<file path="src/rtl/controller_data_stack_pkg.sv">
// ---------------------------------------------------------------------------
// controller_data_stack_pkg : sizing shared by the controller and operand stack
// Rev 1.0
// ---------------------------------------------------------------------------
`default_nettype none

package controller_data_stack_pkg;

   localparam int CD_N      = 16;
   localparam int CDS_DEPTH = 16;
   localparam int CDS_PTR_N = 4;

   // Encoded as {push, pop}
   typedef enum logic [1:0] {
      OP_IDLE = 2'b00,
      OP_POP  = 2'b01,
      OP_PUSH = 2'b10,
      OP_REPL = 2'b11
   } cds_op_e;

endpackage

`default_nettype wire

</file>
<file path="src/rtl/controller_data_stack_if.sv">
// ---------------------------------------------------------------------------
// controller_data_stack_if : controller <-> operand stack signal bundle
// Rev 1.0
// ---------------------------------------------------------------------------
`default_nettype none

interface controller_data_stack_if
   import controller_data_stack_pkg::*;
#(
   parameter int WIDTH = CD_N,
   parameter int PTR_W = CDS_PTR_N
) ();

   logic             dt_clear;
   logic             dt_push;
   logic             dt_pop;
   logic [WIDTH-1:0] dt_din;
   logic [WIDTH-1:0] dt_data;
   logic             dt_empty;
   logic             dt_full;
   logic [PTR_W:0]   dt_count;
   logic             dt_overflow;
   logic             dt_underflow;

   modport master (
      output dt_clear, dt_push, dt_pop, dt_din,
      input  dt_data, dt_empty, dt_full, dt_count, dt_overflow, dt_underflow
   );

   modport slave (
      input  dt_clear, dt_push, dt_pop, dt_din,
      output dt_data, dt_empty, dt_full, dt_count, dt_overflow, dt_underflow
   );

endinterface

`default_nettype wire

</file>
<file path="src/rtl/controller_data_stack_mem.sv">
// ---------------------------------------------------------------------------
// controller_stack_mem : DEPTH x WIDTH array, sync write, async read, no reset
// Rev 1.0
// ---------------------------------------------------------------------------
`default_nettype none

module controller_stack_mem #(
   parameter int WIDTH = 16,
   parameter int DEPTH = 16,
   parameter int AW    = 4
) (
   input  wire logic             clk,
   input  wire logic             i_we,
   input  wire logic [AW-1:0]    i_waddr,
   input  wire logic [WIDTH-1:0] i_wdata,
   input  wire logic [AW-1:0]    i_raddr,
   output logic      [WIDTH-1:0] o_rdata
);

   logic [WIDTH-1:0] r_mem [DEPTH];

   always_ff @(posedge clk) begin
      if (i_we) begin
         r_mem[i_waddr] <= i_wdata;
      end
   end

   assign o_rdata = r_mem[i_raddr];

endmodule

`default_nettype wire

</file>
<file path="src/rtl/controller_data_stack.sv">
// ---------------------------------------------------------------------------
// controller_data_stack : LIFO operand stack with registered show-ahead top
// Rev 1.0
// ---------------------------------------------------------------------------
`default_nettype none

module controller_data_stack
   import controller_data_stack_pkg::*;
#(
   parameter int WIDTH = CD_N,
   parameter int DEPTH = CDS_DEPTH,
   parameter int PTR_W = CDS_PTR_N
) (
   input  wire logic                   clk,
   input  wire logic                   rst,
   controller_data_stack_if.slave      s
);

   localparam logic [PTR_W:0]   c_ONE   = (PTR_W+1)'(1);
   localparam logic [PTR_W:0]   c_DEPTH = (PTR_W+1)'(DEPTH);
   localparam logic [PTR_W-1:0] c_A_ONE = PTR_W'(1);
   localparam logic [PTR_W-1:0] c_A_TWO = PTR_W'(2);

   logic [PTR_W:0]   r_count;
   logic [WIDTH-1:0] r_top;
   logic             r_ovf;
   logic             r_unf;

   logic [PTR_W:0]   w_cnt_nxt;
   logic [WIDTH-1:0] w_top_nxt;
   logic             w_ovf_nxt;
   logic             w_unf_nxt;
   logic             w_we;
   logic [PTR_W-1:0] w_waddr;
   logic [PTR_W-1:0] w_raddr;
   logic [WIDTH-1:0] w_rdata;
   logic             w_empty;
   logic             w_full;
   cds_op_e          w_op;

   assign w_empty = (r_count == '0);
   assign w_full  = (r_count == c_DEPTH);
   assign w_op    = cds_op_e'({s.dt_push, s.dt_pop});
   // Entry just below the current top; only consulted when count >= 2.
   assign w_raddr = r_count[PTR_W-1:0] - c_A_TWO;

   always_comb begin
      w_cnt_nxt = r_count;
      w_top_nxt = r_top;
      w_ovf_nxt = r_ovf;
      w_unf_nxt = r_unf;
      w_we      = 1'b0;
      w_waddr   = r_count[PTR_W-1:0];
      if (s.dt_clear) begin
         w_cnt_nxt = '0;
         w_top_nxt = '0;
         w_ovf_nxt = 1'b0;
         w_unf_nxt = 1'b0;
      end else begin
         unique case (w_op)
            OP_REPL: begin
               w_we      = 1'b1;
               w_top_nxt = s.dt_din;
               if (w_empty) begin
                  w_cnt_nxt = c_ONE;
               end else begin
                  w_waddr = r_count[PTR_W-1:0] - c_A_ONE;
               end
            end
            OP_PUSH: begin
               if (w_full) begin
                  w_ovf_nxt = 1'b1;
               end else begin
                  w_we      = 1'b1;
                  w_cnt_nxt = r_count + c_ONE;
                  w_top_nxt = s.dt_din;
               end
            end
            OP_POP: begin
               if (w_empty) begin
                  w_unf_nxt = 1'b1;
               end else begin
                  w_cnt_nxt = r_count - c_ONE;
                  w_top_nxt = (r_count == c_ONE) ? '0 : w_rdata;
               end
            end
            default: ;
         endcase
      end
   end

   always_ff @(posedge clk or posedge rst) begin
      if (rst) begin
         r_count <= '0;
         r_top   <= '0;
         r_ovf   <= 1'b0;
         r_unf   <= 1'b0;
      end else begin
         r_count <= w_cnt_nxt;
         r_top   <= w_top_nxt;
         r_ovf   <= w_ovf_nxt;
         r_unf   <= w_unf_nxt;
      end
   end

   controller_stack_mem #(
      .WIDTH (WIDTH),
      .DEPTH (DEPTH),
      .AW    (PTR_W)
   ) u_mem (
      .clk     (clk),
      .i_we    (w_we),
      .i_waddr (w_waddr),
      .i_wdata (s.dt_din),
      .i_raddr (w_raddr),
      .o_rdata (w_rdata)
   );

   assign s.dt_data      = r_top;
   assign s.dt_count     = r_count;
   assign s.dt_empty     = w_empty;
   assign s.dt_full      = w_full;
   assign s.dt_overflow  = r_ovf;
   assign s.dt_underflow = r_unf;

endmodule

`default_nettype wire

</file>
<file path="src/flat_wrapper.sv">
// flat-port wrapper written by rule: the top's interface ports become plain ports
module controller_data_stack_flat import controller_data_stack_pkg::*;
#(
   parameter int WIDTH = CD_N,
   parameter int DEPTH = CDS_DEPTH,
   parameter int PTR_W = CDS_PTR_N
)
  (clk, rst, s_dt_clear, s_dt_push, s_dt_pop, s_dt_din, s_dt_data, s_dt_empty, s_dt_full, s_dt_count, s_dt_overflow, s_dt_underflow);
  controller_data_stack_if #(.WIDTH(WIDTH), .PTR_W(PTR_W)) s_i ();
  input  wire logic clk;
  input  wire logic rst;
  input wire logic [$bits(s_i.dt_clear)-1:0] s_dt_clear;
  input wire logic [$bits(s_i.dt_push)-1:0] s_dt_push;
  input wire logic [$bits(s_i.dt_pop)-1:0] s_dt_pop;
  input wire logic [$bits(s_i.dt_din)-1:0] s_dt_din;
  output wire logic [$bits(s_i.dt_data)-1:0] s_dt_data;
  output wire logic [$bits(s_i.dt_empty)-1:0] s_dt_empty;
  output wire logic [$bits(s_i.dt_full)-1:0] s_dt_full;
  output wire logic [$bits(s_i.dt_count)-1:0] s_dt_count;
  output wire logic [$bits(s_i.dt_overflow)-1:0] s_dt_overflow;
  output wire logic [$bits(s_i.dt_underflow)-1:0] s_dt_underflow;
  assign s_i.dt_clear = s_dt_clear;
  assign s_i.dt_push = s_dt_push;
  assign s_i.dt_pop = s_dt_pop;
  assign s_i.dt_din = s_dt_din;
  assign s_dt_data = s_i.dt_data;
  assign s_dt_empty = s_i.dt_empty;
  assign s_dt_full = s_i.dt_full;
  assign s_dt_count = s_i.dt_count;
  assign s_dt_overflow = s_i.dt_overflow;
  assign s_dt_underflow = s_i.dt_underflow;
  controller_data_stack #(.WIDTH(WIDTH), .DEPTH(DEPTH), .PTR_W(PTR_W)) u_core (.clk(clk), .rst(rst), .s(s_i));
endmodule
</file>
<file path="config.mk">
export PLATFORM = sky130hd
export DESIGN_NAME = controller_data_stack_flat
export DESIGN_NICKNAME = d
export VERILOG_FILES = /design/src/rtl/controller_data_stack_pkg.sv /design/src/rtl/controller_data_stack_if.sv /design/src/rtl/controller_data_stack_mem.sv /design/src/rtl/controller_data_stack.sv /design/src/flat_wrapper.sv
export SDC_FILE = /design/constraint.sdc
export NUM_CORES = 1
export LEC_CHECK = 0
export CAP_MARGIN = 40
export CELL_PAD_IN_SITES_DETAIL_PLACEMENT = 1
export CELL_PAD_IN_SITES_GLOBAL_PLACEMENT = 2
export CORE_UTILIZATION = 51
export DETAILED_ROUTE_END_ITERATION = 10
export PLACE_DENSITY = 0.81
export SKIP_CTS_REPAIR_TIMING = 1
export SYNTH_ARGS = -nofsm -noshare
export SYNTH_HDL_FRONTEND = slang
export SYNTH_HIERARCHICAL = 1
export SYNTH_SLANG_ARGS = --single-unit
</file>
<file path="constraint.sdc">
create_clock -name clk -period 7.45 [get_ports clk]
set_clock_uncertainty 0.15 [all_clocks]
set_input_delay 1.49 -clock clk [delete_from_list [all_inputs] [get_ports clk]]
set_output_delay 1.49 -clock clk [all_outputs]
set_load 0.03 [all_outputs]
</file>
==> impl_results.md <==
- Status: finished clean
- IO Count: 46
- Drt total wl: 28.9 mm
- Asr flop ratio synth: under 10%
- DR WL/cell: 30.9 um
- CP peak stage delay: 0.82 ns
- Final core utilization: 61.9%
- Kind of critical path: in -> reg
- Critical Path RT: approximately 7.5 ns
- Leak Pwr: between 0.004 and 0.005 uW
- Seq cells post-synth: 279
- Final min period: between 4 and 5 ns
- RSZ-0062 raised after global routing: false
- Crit path DAT: approximately 5.0 ns
- Vias in the first global route: 6270
- Layout cell share with drive strength beyond 1: 22.9%
- Netlist Area Pre-Place: ~11000 um^2
- Die width: approximately 150 um
- # clock sinks: 279
- Rel. slew slack: ~36%
- Final setup vio count: 0
- CTS max path bufs: 3
- Worst-Margin Slew: around 0.95 ns
- Cell with the most instances after synthesis: edfxtp_1
- TritonCTS clock tree: yes
- Skew-Pair Late Insertion Delay: ~0.54 ns
- Worst path bufs/invs: 1
- Post-synth top area cell: edfxtp_1
- Net count, final: between 600 and 700
- Number of buffers created by CTS: 28
- Clk pin slew, worst setup/hold paths: around 0.060 ns
- First-pass GRT wire length: 42.3 mm
- Hold Crit Class: reg -> reg
- Number of max-cap violations: 0
- Syn Inst Count: between 500 and 600
- Via/cell ratio: approximately 6.4
- FP Rows: between 50 and 60
- Max Clk Rate: approximately 200 MHz
- Final period utilization: 66.5%
- Die area: around 23000 um^2
- Clk root buf: clkbuf_16
- Total power divided by cell area: about 280 nW/um^2
- Largest cells by area after synthesis: edfxtp_1, mux4_2, dfrtp_1
- Ys Warns: 6
- Max Slew Vio Count: 0
- Most used cell, CP: nor2b_1
- Register area share after synthesis: 73.7%
- CP Capture Type: flip-flop
- Global Route Usage Sum: 26.9%
- Total power: 3630 uW
- EDFF count, synth: roughly 260
- Worst VDD drop: 0.230 mV
- Initial Util: roughly 53%
- H-Tree Depth: 1
- Post-synth top cells: edfxtp_1, mux4_2, a22oi_1
- First DRT Iteration DRCs: between 500 and 600
- Initial antenna violation count: 0
- Crit-path slowest cell: nor2_2
- Post-Syn Nets: between 600 and 700
- Die height: approximately 150 um
- Netlist cell types: 43
- Synth top area share: 68.6%
- Routed Antenna Nets: 0
- Area growth from synthesis to layout: 17.6%
- Setup tns final: 0 ns
- First-pass DRT Iterations: 5
- Floorplan core area: between 20000 and 25000 um^2
- Crit-path max FO: 16
- DR vias: ~6.0k
- DRC Markers: 0
- Synth Area per Inst: ~20 um^2
- Setup crit start kind: primary input
- Number of diodes: 0
- Hold Vio Cnt, Final: 0
- Critical-path cell list: clkdlybuf4s50_1 > ha_1 > nor2b_1 > nor2b_1 > nor2_1 > a21oi_1 > nand2_1 > nor2_2
- Placer Congestion: ~0.77
- Cell family with most CP delay: simple AND/OR/NAND/NOR gates
- Port bufs: 45
- Pin count of the biggest net entering global routing: between 40 and 50
- Post-DP HPWL: 17.8 mm
- Synth Flop Type: edfxtp_1
- Overflow after GRT: 0
## state kept, by name (all words and copies together), names as in the netlist
register	count
u_core/s.dt_count	5
u_core/s.dt_data	16
u_core/s.dt_overflow	1
u_core/s.dt_underflow	1
u_core/u_mem/r_mem	256
## per-stage QoR
step / hold slack [ns] / area (um^2) / setup slack, ns / instances
after floorplan: 0.514 / 11200 / 2.72 / 571
after global placement: 0.320 / 12000 / 2.26 / 869
after detailed placement: 0.323 / 12100 / 2.00 / 881
after CTS: 0.342 / 13200 / 2.54 / 933
after global routing: 0.360 / 13200 / 2.35 / 935
final: 0.340 / 13200 / 2.50 / 935
## metal layers
metal  vias to the layer above  GRT usage [%]  wire, um
met1                      3187           35.4     11300
met3                        56           3.12      1560
met4                         0           7.73       804
li1                       2507              -         -
met5                         -              0         0
met2                       238           47.2     15200
## cell type report
type	instances	area, um^2
well taps	275	344
multi-input cells	248	2780
clock buffers	40	827
inverters	10	37.5
flip-flops and latches	279	8270
clock inverters	12	188
fillers	1756	8100
repair buffers	71	742
## logic make-up after synthesis
logic type	after synthesis	share of synthesized area [%]
xor+xnor	2	0.156
compound gates	93	6.18
fa+ha+maj	10	1.12
flops	279	73.7
simple gates	75	3.30
mux	68	13.6
buf+inv	44	1.99
## worst register-to-register path, delay by kind of cell, from the launching register on
family	cells	cell delay, ns
buf+inv	2	0.44
flops	1	0.92
compound gates	1	0.55
simple gates	5	1.75
fa+ha+maj	1	0.28
## where the power goes
part	total, uW	switching (uW)	leakage, uW	internal [uW]
Sequential	1770	28.6	0.00261	1740
Clock	1520	574	0.000502	943
Combinational	351	213	0.00127	138
## cells in the final DEF, fill, tap and decap left out, types with 3 or more instances in the layout
master	synthesis	layout
bufinv_16	0	5
mux4_1	10	10
clkinv_2	0	5
nor2b_1	5	5
edfxtp_1	256	256
nor2_2	0	12
o21ai_0	5	5
ha_1	10	10
clkdlybuf4s50_1	0	45
clkbuf_8	0	6
buf_4	5	12
buf_8	0	11
nand3_1	4	4
dfrtp_1	23	22
nor3_1	7	3
nor3_2	0	4
clkbuf_16	0	29
o2bb2ai_1	17	17
a22oi_1	49	49
a221oi_1	3	3
nand2_1	21	21
a21oi_1	10	10
mux4_2	54	54
nor2_1	21	9
inv_1	9	8
nand2b_1	6	6
clkbuf_1	15	5
## path summary, 6_finish.rpt
| kind | start | to | slack (ns) | cells after the start |
|---|---|---|---|---|
| min in group asynchronous | rst | u_core/s.dt_data[15] | 1.19 | 3 |
| max reg2reg | u_core/s.dt_count[0] | u_core/u_mem/r_mem[15][0] | 2.96 | 9 |
| min reg2reg | u_core/s.dt_data[3] | u_core/s.dt_data[3] | 0.34 | 1 |
| max | s_dt_push | u_core/u_mem/r_mem[15][0] | 2.50 | 8 |
| min | u_core/s.dt_data[3] | u_core/s.dt_data[3] | 0.34 | 1 |
| max in group asynchronous | rst | u_core/s.dt_count[0] | 5.64 | 3 |
No activity file was read; power rests on OpenSTA's default activity.
